===== config.mk =====
export PLATFORM = sky130hd
export DESIGN_NAME = cmp_share_arbiter
export DESIGN_NICKNAME = d
export VERILOG_FILES = /design/src/rtl/fp_11_5_pkg.sv /design/src/rtl/greater_than.sv /design/src/rtl/cmp_share_arbiter.sv
export SDC_FILE = /design/constraint.sdc
export NUM_CORES = 1
export LEC_CHECK = 0
export ABC_AREA = 1
export ABC_CLOCK_PERIOD_IN_PS = 7520
export CAP_MARGIN = 25
export CORE_MARGIN = 4
export CORE_UTILIZATION = 35
export CTS_CLUSTER_DIAMETER = 100
export DETAILED_ROUTE_END_ITERATION = 12
export PLACE_DENSITY = 0.57
export SYNTH_ARGS = -nofsm -noshare
export SYNTH_HDL_FRONTEND = slang
export SYNTH_SLANG_ARGS = --single-unit

===== constraint.sdc =====
create_clock -name clk -period 7.52 [get_ports clk]
set_clock_uncertainty 0.2 [all_clocks]
set_input_delay 0.752 -clock clk [delete_from_list [all_inputs] [get_ports clk]]
set_output_delay 0.752 -clock clk [all_outputs]
set_load 0.1 [all_outputs]

===== src/rtl/fp_11_5_pkg.sv =====
// fp_11_5_pkg: shared definitions for the 19-bit floating-point format
// (2-bit exception, sign, 5-bit exponent, 11-bit fraction) used by the
// shared comparator and its arbiter.
//   - field positions of the operand word
//   - exception codes
//   - default requester count and comparator latency
//   - fp_mag(): exact magnitude of a normal operand as a fixed-point integer
package fp_11_5_pkg;

    localparam int unsigned FP_W     = 19;
    localparam int unsigned EXC_HI   = 18;
    localparam int unsigned EXC_LO   = 17;
    localparam int unsigned SIGN_BIT = 16;
    localparam int unsigned EXP_HI   = 15;
    localparam int unsigned EXP_LO   = 11;
    localparam int unsigned FRAC_HI  = 10;
    localparam int unsigned FRAC_LO  = 0;
    localparam int unsigned EXP_W    = EXP_HI - EXP_LO + 1;
    localparam int unsigned FRAC_W   = FRAC_HI - FRAC_LO + 1;

    localparam int unsigned DEF_N_REQ   = 4;
    localparam int unsigned DEF_CMP_LAT = 3;

    typedef enum logic [1:0] {
        EXC_ZERO   = 2'b00,
        EXC_NORMAL = 2'b01,
        EXC_INF    = 2'b10,
        EXC_NAN    = 2'b11
    } exc_e;

    // Magnitude in units of 2^(-bias-FRAC_W): {1,frac} << biased exponent.
    // Every normal value is exactly representable in MAG_W bits.
    localparam int unsigned MAG_W = FRAC_W + 1 + (2**EXP_W - 1);

    // Smallest normal magnitude; a same-sign difference below it flushes to zero.
    localparam logic [MAG_W-1:0] MIN_NORM = MAG_W'(1) << FRAC_W;

    // An opposite-sign sum at or above this rounds (nearest-even) to overflow.
    localparam logic [MAG_W:0] OVF_LIM =
        ((MAG_W+1)'(1) << MAG_W) - ((MAG_W+1)'(1) << (MAG_W - FRAC_W - 2));

    function automatic logic [MAG_W-1:0] fp_mag(input logic [FP_W-1:0] x);
        logic [MAG_W-1:0] sig;
        sig = {{(MAG_W-FRAC_W-1){1'b0}}, 1'b1, x[FRAC_HI:FRAC_LO]};
        if (x[EXC_HI:EXC_LO] != EXC_NORMAL) begin
            return '0;
        end
        return sig << x[EXP_HI:EXP_LO];
    endfunction

endpackage


===== src/rtl/greater_than.sv =====
// greater_than: pipelined "A - B is a positive normal number" comparator.
// Operands are sampled on the first rising edge; the result is valid three
// cycles after that sampling edge's cycle began (three register stages).
//   clk, rst  : clock, asynchronous active-high reset
//   a, b      : operands, 19-bit FP words
//   greater   : 1 when A-B is normal with sign 0 (overflow, underflow,
//               zero, infinity and NaN results give 0)
module greater_than
    import fp_11_5_pkg::*;
#(
    parameter int unsigned width = 18
) (
    input  logic           clk,
    input  logic           rst,
    input  logic [width:0] a,
    input  logic [width:0] b,
    output logic           greater
);

    logic [width:0]   a_q;
    logic [width:0]   b_q;
    logic [MAG_W-1:0] mag_a_q;
    logic [MAG_W-1:0] mag_b_q;
    logic             sign_a_q;
    logic             sign_b_q;
    logic             zero_a_q;
    logic             zero_b_q;
    logic             special_q;
    logic             greater_q;
    logic             greater_d;
    logic [MAG_W:0]   sum;
    logic [MAG_W-1:0] diff_ab;
    logic [MAG_W-1:0] diff_ba;

    always_ff @(posedge clk or posedge rst) begin
        if (rst) begin
            a_q       <= '0;
            b_q       <= '0;
            mag_a_q   <= '0;
            mag_b_q   <= '0;
            sign_a_q  <= 1'b0;
            sign_b_q  <= 1'b0;
            zero_a_q  <= 1'b1;
            zero_b_q  <= 1'b1;
            special_q <= 1'b0;
            greater_q <= 1'b0;
        end else begin
            a_q       <= a;
            b_q       <= b;
            mag_a_q   <= fp_mag(a_q);
            mag_b_q   <= fp_mag(b_q);
            sign_a_q  <= a_q[SIGN_BIT];
            sign_b_q  <= b_q[SIGN_BIT];
            zero_a_q  <= (a_q[EXC_HI:EXC_LO] == EXC_ZERO);
            zero_b_q  <= (b_q[EXC_HI:EXC_LO] == EXC_ZERO);
            // exception 1x on either side: the difference is inf or NaN
            special_q <= a_q[EXC_HI] | b_q[EXC_HI];
            greater_q <= greater_d;
        end
    end

    always_comb begin
        sum       = {1'b0, mag_a_q} + {1'b0, mag_b_q};
        diff_ab   = mag_a_q - mag_b_q;
        diff_ba   = mag_b_q - mag_a_q;
        greater_d = 1'b0;
        if (special_q || (zero_a_q && zero_b_q)) begin
            greater_d = 1'b0;
        end else if (zero_a_q) begin
            greater_d = sign_b_q;
        end else if (zero_b_q) begin
            greater_d = !sign_a_q;
        end else if (sign_a_q != sign_b_q) begin
            greater_d = !sign_a_q && (sum < OVF_LIM);
        end else if (!sign_a_q) begin
            greater_d = (mag_a_q > mag_b_q) && (diff_ab >= MIN_NORM);
        end else begin
            greater_d = (mag_b_q > mag_a_q) && (diff_ba >= MIN_NORM);
        end
    end

    assign greater = greater_q;

endmodule


===== src/rtl/cmp_share_arbiter.sv =====
// cmp_share_arbiter: round-robin sharing of one greater_than comparator
// among N_REQ requesters, one accept per cycle, fixed result latency.
//   clk, rst    : clock, asynchronous active-high reset
//   req_valid   : per-requester request
//   req_ready   : one-hot accept (combinational, round-robin winner)
//   req_a/req_b : packed operands, slice i belongs to requester i
//   res_valid   : one-hot result pulse, 1+CMP_LAT cycles after accept
//   res_greater : comparison result, qualified by res_valid
//   busy        : some accepted request has not produced its result yet
module cmp_share_arbiter
    import fp_11_5_pkg::*;
#(
    parameter int unsigned N_REQ   = DEF_N_REQ,
    parameter int unsigned WIDTH   = 18,
    // must equal the comparator's pipeline latency (3 for greater_than)
    parameter int unsigned CMP_LAT = DEF_CMP_LAT
) (
    input  logic                       clk,
    input  logic                       rst,
    input  logic [N_REQ-1:0]           req_valid,
    output logic [N_REQ-1:0]           req_ready,
    input  logic [N_REQ*(WIDTH+1)-1:0] req_a,
    input  logic [N_REQ*(WIDTH+1)-1:0] req_b,
    output logic [N_REQ-1:0]           res_valid,
    output logic                       res_greater,
    output logic                       busy
);

    localparam int unsigned ID_W  = (N_REQ > 1) ? $clog2(N_REQ) : 1;
    localparam int unsigned DEPTH = 1 + CMP_LAT;

    logic [ID_W-1:0]  ptr;
    logic [ID_W-1:0]  cand;
    logic [ID_W-1:0]  win_id;
    logic             win_found;
    logic             accept;
    logic [WIDTH:0]   iss_a;
    logic [WIDTH:0]   iss_b;
    logic [DEPTH-1:0] tag_v;
    logic [ID_W-1:0]  tag_id [DEPTH];
    logic             cmp_greater;

    // First asserted req_valid at or after the pointer, wrapping.
    always_comb begin
        win_found = 1'b0;
        win_id    = '0;
        cand      = '0;
        for (int unsigned k = 0; k < N_REQ; k++) begin
            cand = ID_W'((32'(ptr) + k) % N_REQ);
            if (!win_found && req_valid[cand]) begin
                win_found = 1'b1;
                win_id    = cand;
            end
        end
    end

    assign accept = win_found && !rst;

    always_comb begin
        req_ready = '0;
        if (accept) begin
            req_ready[win_id] = 1'b1;
        end
    end

    always_ff @(posedge clk or posedge rst) begin
        if (rst) begin
            ptr <= '0;
        end else if (accept) begin
            ptr <= (win_id == ID_W'(N_REQ - 1)) ? '0 : win_id + 1'b1;
        end
    end

    // Bubbles issue zero operands so the comparator sees exception 00.
    always_ff @(posedge clk or posedge rst) begin
        if (rst) begin
            iss_a <= '0;
            iss_b <= '0;
        end else if (accept) begin
            iss_a <= req_a[win_id*(WIDTH+1) +: (WIDTH+1)];
            iss_b <= req_b[win_id*(WIDTH+1) +: (WIDTH+1)];
        end else begin
            iss_a <= '0;
            iss_b <= '0;
        end
    end

    // Stage 0 lines up with the issue register, the last stage with the
    // comparator output.
    always_ff @(posedge clk or posedge rst) begin
        if (rst) begin
            tag_v <= '0;
            for (int unsigned k = 0; k < DEPTH; k++) begin
                tag_id[k] <= '0;
            end
        end else begin
            tag_v[0]  <= accept;
            tag_id[0] <= win_id;
            for (int unsigned k = 1; k < DEPTH; k++) begin
                tag_v[k]  <= tag_v[k-1];
                tag_id[k] <= tag_id[k-1];
            end
        end
    end

    greater_than #(
        .width(WIDTH)
    ) u_cmp (
        .clk     (clk),
        .rst     (rst),
        .a       (iss_a),
        .b       (iss_b),
        .greater (cmp_greater)
    );

    always_comb begin
        res_valid = '0;
        if (tag_v[DEPTH-1]) begin
            res_valid[tag_id[DEPTH-1]] = 1'b1;
        end
    end

    assign res_greater = tag_v[DEPTH-1] & cmp_greater;
    assign busy        = |tag_v;

endmodule


# Word-level counts from Yosys, hierarchy flattened

Index checks and enable logic that the tools add are counted.

Logic and storage cells: 104
Bits in registers: 182
Input bits: 158

Bitwise logic cells: 2
Order comparisons: 13
Equal/unequal tests: 4
Multiplexer cells: 36
Reductions and logical operators: 19
Add/subtract/negate cells: 7
Shifts and indexed selects: 4
Multiply operators: 1

Operator list:

| operator               | count |
|---|---|
| $mux W43               | 4 |
| $shiftx A76 B8 Y19     | 2 |
| $ge A43 B12 Y1 const B | 2 |
| $gt A43 B43 Y1         | 2 |
| $shl A12 B5 Y43        | 2 |
| $sub A43 B43 Y43       | 2 |
| $add A43 B43 Y44       | 1 |
| $lt A44 B43 Y1 const B | 1 |
| $mux W19               | 2 |
| $lt A2 B3 Y1 const B   | 6 |
| $mux W1                | 17 |
| $logic_and A1 B1 Y1    | 10 |
| $mux W2                | 5 |
| $bmux W1 S2            | 4 |
| $mux W4                | 2 |
| $mul A2 B5 Y7 const B  | 1 |
| $logic_not A1 Y1       | 5 |
| $add A2 B1 Y2 const B  | 2 |
| $add A2 B2 Y2 const B  | 2 |
| $demux W1 S2           | 2 |
| $ge A2 B1 Y1 const B   | 2 |
| $logic_not A2 Y1       | 2 |
| $ne A2 B1 Y1 const B   | 2 |
| $reduce_or A4 Y1       | 1 |
| other kinds (5)        | 5 |

# Longest topological paths before layout

Depth in word-level cells: 17
Depth in mapped cells: 26
Depth with buffers taken out: 25

# By module

Synthesis repeated with hierarchy kept, for this count alone.

Cell total of the unflattened synthesis: 2944
Area total of the unflattened synthesis: 18017.3 um^2

By module, submodules not included:

| module            | cells an instance | seq. area each (um^2) | area each (um^2) | instances |
|---|---|---|---|---|
| greater_than      | 2498              | 3255.6                | 14620.3          | 1 |
| cmp_share_arbiter | 446               | 1301.2                | 3397.0           | 1 |

# Worst setup path before layout

Ideal clock, no wire load.

Path type: input-to-output
Start point: input port rst
End point: output port req_ready[0]
Slack: -423 ps
Data required time: 6568 ps
Stages: 4
Arrival: 6991 ps
Path through: inv_1 > nand2_1 > clkbuf_1 > nor2_1

Cells in the longest elaborated chain, start to end: 3

Ends and longest elaborated chain:

| item                              | RTL line                | text |
|---|---|---|
| start: declaration                | cmp_share_arbiter.sv:19 | `input logic rst,` |
| $logic_not A1 Y1 (no source line) | n/a                     |  |
| $logic_and A1 B1 Y1               | cmp_share_arbiter.sv:57 | `assign accept = win_found && !rst;` |
| $mux W4                           | cmp_share_arbiter.sv:61 | `if (accept) begin` |
| end: declaration                  | cmp_share_arbiter.sv:21 | `output logic [N_REQ-1:0] req_ready,` |

Every way passes these cells.

# Worst setup path in the final report

Start point: input port req_valid[3]
End point: output port req_ready[0]

Cells in the longest elaborated chain, start to end: 17

Ends and longest elaborated chain:

| item                                                               | RTL line                | text |
|---|---|---|
| start: declaration                                                 | cmp_share_arbiter.sv:20 | `input logic [N_REQ-1:0] req_valid,` |
| $bmux W1 S2                                                        | cmp_share_arbiter.sv:50 | `if (!win_found && req_valid[cand]) begin` |
| $mux W1 (not written as such)                                      | cmp_share_arbiter.sv:50 |  |
| $mux W1                                                            | cmp_share_arbiter.sv:50 |  |
| $logic_not A1 Y1                                                   | cmp_share_arbiter.sv:50 |  |
| $logic_and A1 B1 Y1                                                | cmp_share_arbiter.sv:50 |  |
| $mux W1                                                            | cmp_share_arbiter.sv:50 |  |
| $logic_not A1 Y1                                                   | cmp_share_arbiter.sv:50 |  |
| $logic_and A1 B1 Y1                                                | cmp_share_arbiter.sv:50 |  |
| $mux W1                                                            | cmp_share_arbiter.sv:50 |  |
| $logic_not A1 Y1                                                   | cmp_share_arbiter.sv:50 |  |
| $logic_and A1 B1 Y1                                                | cmp_share_arbiter.sv:50 |  |
| $mux W2                                                            | cmp_share_arbiter.sv:50 |  |
| $lt A2 B3 Y1 (not written as such) or $ge A2 B1 Y1 (tied branches) | cmp_share_arbiter.sv:62 | `req_ready[win_id] = 1'b1;` |
| $logic_and A1 B1 Y1 (not written as such)                          | cmp_share_arbiter.sv:62 |  |
| $mux W1 (not written as such)                                      | cmp_share_arbiter.sv:62 |  |
| $demux W1 S2                                                       | cmp_share_arbiter.sv:62 |  |
| $mux W4 (*)                                                        | cmp_share_arbiter.sv:61 |  |

Mark *: on every way between the ends. The rest lies on a longest branch, timed or not. The select of a mux whose other input is x is not followed.

==> summary by stage <==
Synthesis
The net count after synthesis is 3116. Summing the areas of all and, or, nand and nor instances in the mapped netlist gives 32.6% of the synthesized area. The synthesized design contains between 150 and 200 register bits. The synthesized-area fraction occupied by ao, oa, aoi and oai cells is 17.1%.

The largest area contributor in the netlist is sky130_fd_sc_hd__dfrtp_1. The adder and majority cell fraction of the synthesized area is 9.82%. Of the post-synthesis cell area, the part taken by muxes is less than 1%.

For this run, the number of Yosys warnings is 0. The dominant combinational cell family by area after synthesis is simple AND/OR/NAND/NOR gates. The gate count of the mapped netlist is around 2800. The portion of the post-synthesis area used by sequential elements is 26.6%. The post-synth design cell area is 17200 µm². The average footprint of a synthesized cell is 6.07 µm². The number of library cell types mapped by synthesis is 45. The xor-xnor portion of the synthesized cell area is 1.02%. The top cell type by area accounts for between 20% and 30% of the synthesized area. By area the synthesized netlist is led by sky130_fd_sc_hd__dfrtp_1 (26%), sky130_fd_sc_hd__nand2_1 (18%), sky130_fd_sc_hd__inv_1 (9.7%).

Job
The number of maximum-capacitance violations is 0.

Worst setup path
The worst register-to-register path has a setup slack of about 3400 ps. The classification of the worst setup path is in -> out. The arrival time at the worst endpoint is 4400 ps. The data required time of the critical path is 6570 ps. STA classifies the critical path startpoint as a primary input. The worst setup path is captured at an output port. Of all nets on the critical path, the largest fanout is 79.

Routing
Dividing the detail-routed wire length by the instance count gives 19.7 µm. The DRC violations left is 0. The number of detailed-route iterations in the first pass is 5. For this block, the routed nets add up to between 70000 and 80000 µm of wire.

The count of nets left with antenna violations once routing finished came out at 0. The detailed router finished its first iteration with approximately 1300 violations. The routed via count divided by cell count is 5.22. The total number of vias is ~19000.

Run status
The run finished with clean final reports.

Placed design
The estimated wirelength of the detail-placed design is 59700 µm. Input and output buffers added on the ports amount to between 150 and 200. Including well taps, the total number of placed cells is 3527. At the end of routability-driven placement, the weighted congestion stood at approximately 1.1. The worst setup timing slack at the placement stage is 2150 ps.

Clocking
The clock slew at the register clock pins of the worst setup and hold paths is 60 ps. The number of gates resized after CTS was 0. The clock insertion delay at the later pin of the skew report is 440 ps.

The number of buffers created by CTS is 17. Once the clock tree was built, the setup fixing pass inserted 0 buffers. The buffer type at the clock tree root is sky130_fd_sc_hd__clkbuf_16. TritonCTS built the clock tree.

In this run the number of H-tree levels came out at 4. The clock drives between 150 and 200 sinks. The count of hold buffers inserted by post-cts repair is 0. In this run the deepest clock path goes through 2 buffers.

Timing
Setup repair after global routing left no endpoint under its margin. Counting I/O delays and the setup requirement, the final critical path takes 5350 ps. Across all setup checks in the final design, the least slack found is 2170 ps. The slew at the pin closest to its max-slew limit is 1030 ps. The setup TNS is 0 ps. Static timing analysis puts the maximum clock frequency at 0.187 GHz.

The number of endpoints with negative hold slack in the final report is 0. The number of max-slew violations in the final report came to 0. The normalized max-slew margin is 30.9%. The post-route fraction of the period consumed by the critical path is 71.2%. The final-report setup violation count is 0.

Finish
The final-stage net count is 3223. The antenna diode count is 0. The share of final-layout standard cells stronger than drive strength 1 is 2.28%.

Leaving out fill and tap cells, the most frequent cell in the layout is sky130_fd_sc_hd__nand2_1. The area growth from synthesis to layout is 15.8%. The top cell types in the final layout, fill and taps aside, are sky130_fd_sc_hd__nand2_1 (807), sky130_fd_sc_hd__inv_1 (443), sky130_fd_sc_hd__nor2_1 (406). The finished layout holds 3559 standard cells, fillers aside.

Global route
The via count of the first global-routing pass is 18400. The global-route wire length before repair is roughly 100000 µm. The initial antenna violation count is 0. The total track usage is 25.8%. The total congestion overflow after global routing is 0. Entering global routing, the biggest net connects between 150 and 200 pins.

Floorplan
For this design the top-level I/O count stands at around 170. In this run the standard cell core region covers 48000 µm². The floorplan step set the die height to ~230 µm. The area of the die is 52600 µm². The floorplan has 80 rows.

The starting density of the core is 35.7%. The floorplan step set the die width to between 200 and 250 µm.

Worst hold path
The worst hold path belongs to the class reg -> reg.
==> through the flow <==
step	hold WS, ps	instance area, µm²	utilization [%]
CTS	146	19900	41.3
detailed placement	135	19300	40.1
finish	148	19900	41.3
global placement	133	19200	40.0
global route	151	19900	41.3
floorplan	131	17200	-
==> worst paths after layout <==
path | cells after the start | from | to
setup / recovery | 16 | req_valid[3] | req_ready[0]
hold / removal | 0 | iss_b[11]$_DFF_PP0_ | u_cmp.b_q[11]$_DFF_PP0_
setup reg to reg | 18 | u_cmp.mag_b_q[1]$_DFF_PP0_ | u_cmp.greater$_DFF_PP0_
hold reg to reg | 0 | iss_b[11]$_DFF_PP0_ | u_cmp.b_q[11]$_DFF_PP0_
max in group asynchronous | 4 | rst | u_cmp.b_q[18]$_DFF_PP0_
min in group asynchronous | 3 | rst | iss_b[15]$_DFF_PP0_
==> critical path, cell delays in order <==
cell and delay (ps):
sky130_fd_sc_hd__clkdlybuf4s50_1 480, sky130_fd_sc_hd__mux2i_1 110, sky130_fd_sc_hd__nor2_1 110, sky130_fd_sc_hd__inv_1 70, sky130_fd_sc_hd__o21ai_0 130, sky130_fd_sc_hd__nor2_2 80
sky130_fd_sc_hd__nand2_1 90, sky130_fd_sc_hd__inv_2 60, sky130_fd_sc_hd__o21ai_2 100, sky130_fd_sc_hd__o2111ai_2 180, sky130_fd_sc_hd__o21ai_4 90, sky130_fd_sc_hd__buf_4 560
sky130_fd_sc_hd__ha_1 270, sky130_fd_sc_hd__inv_1 40, sky130_fd_sc_hd__nor2_1 110, sky130_fd_sc_hd__clkdlybuf4s50_1 1150
==> routing by layer <==
| metal | track usage (%) | part of all wire [%] |
|---|---|---|
| met1 | 30.8 | 40 |
| met2 | 45.2 | 47 |
| met3 | 2.40 | 5.5 |
| met4 | 15.3 | 6.8 |
| met5 | 0 | 0 |
==> area by class of cell <==
| type | instances | area (µm²) |
|---|---|---|
| tap | 615 | 769 |
| inverter | 451 | 1700 |
| clock buffer | 19 | 453 |
| multi-input combinational | 2106 | 10500 |
| clock inverter | 13 | 148 |
| sequential | 182 | 4560 |
| fill | 5222 | 28200 |
| timing repair buffer | 173 | 1740 |
==> cells by family (layout without fill, tap and decap cells) <==
logic type                 count (synthesis)  count (layout)
and+or+nand+nor                         1406            1406
buffers and inverters                    536             656
AOI/OAI and AO/OA                        535             535
DFF                                      182             182
adders and majority gates                134             134
xor gates and xnor gates                  20              20
muxes                                     11              11
==> flip-flops by register name, summed over array words and instances (netlist names) <==
| signal | cells |
|---|---|
| u_cmp.b_q | 19 |
| ptr | 2 |
| u_cmp.zero_b_q | 1 |
| u_cmp.mag_a_q | 43 |
| u_cmp.greater | 1 |
| iss_a | 19 |
| u_cmp.sign_b_q | 1 |
| u_cmp.special_q | 1 |
| iss_b | 19 |
| u_cmp.mag_b_q | 43 |
| u_cmp.zero_a_q | 1 |
| tag_id | 8 |
| u_cmp.sign_a_q | 1 |
| u_cmp.a_q | 19 |
| tag_v | 4 |
==> synthesized netlist by cell type (all sizes together) <==
cell     instances
o21a             7
nand2b           1
and2             2
inv            449
a211oi           2
o2111ai          1
buf             51
mux2i           11
or4              1
nand4           30
nand3          124
nor3            20
a21boi           1
a21o             6
a21oi          184
xor2            20
or2             10
o22ai           22
a221oi           1
nand2          807
ha             133
clkbuf          34
o221ai           2
nor4             3
dfrtp          180
fa               1
dfstp            2
o211ai           5
o21bai          52
a31oi            1
clkinv           2
nor2           408
o21ai          251
Power is left out: the tool's default activity adds up to more than one toggle a clock period on the data nets, which glitch-free logic cannot reach.
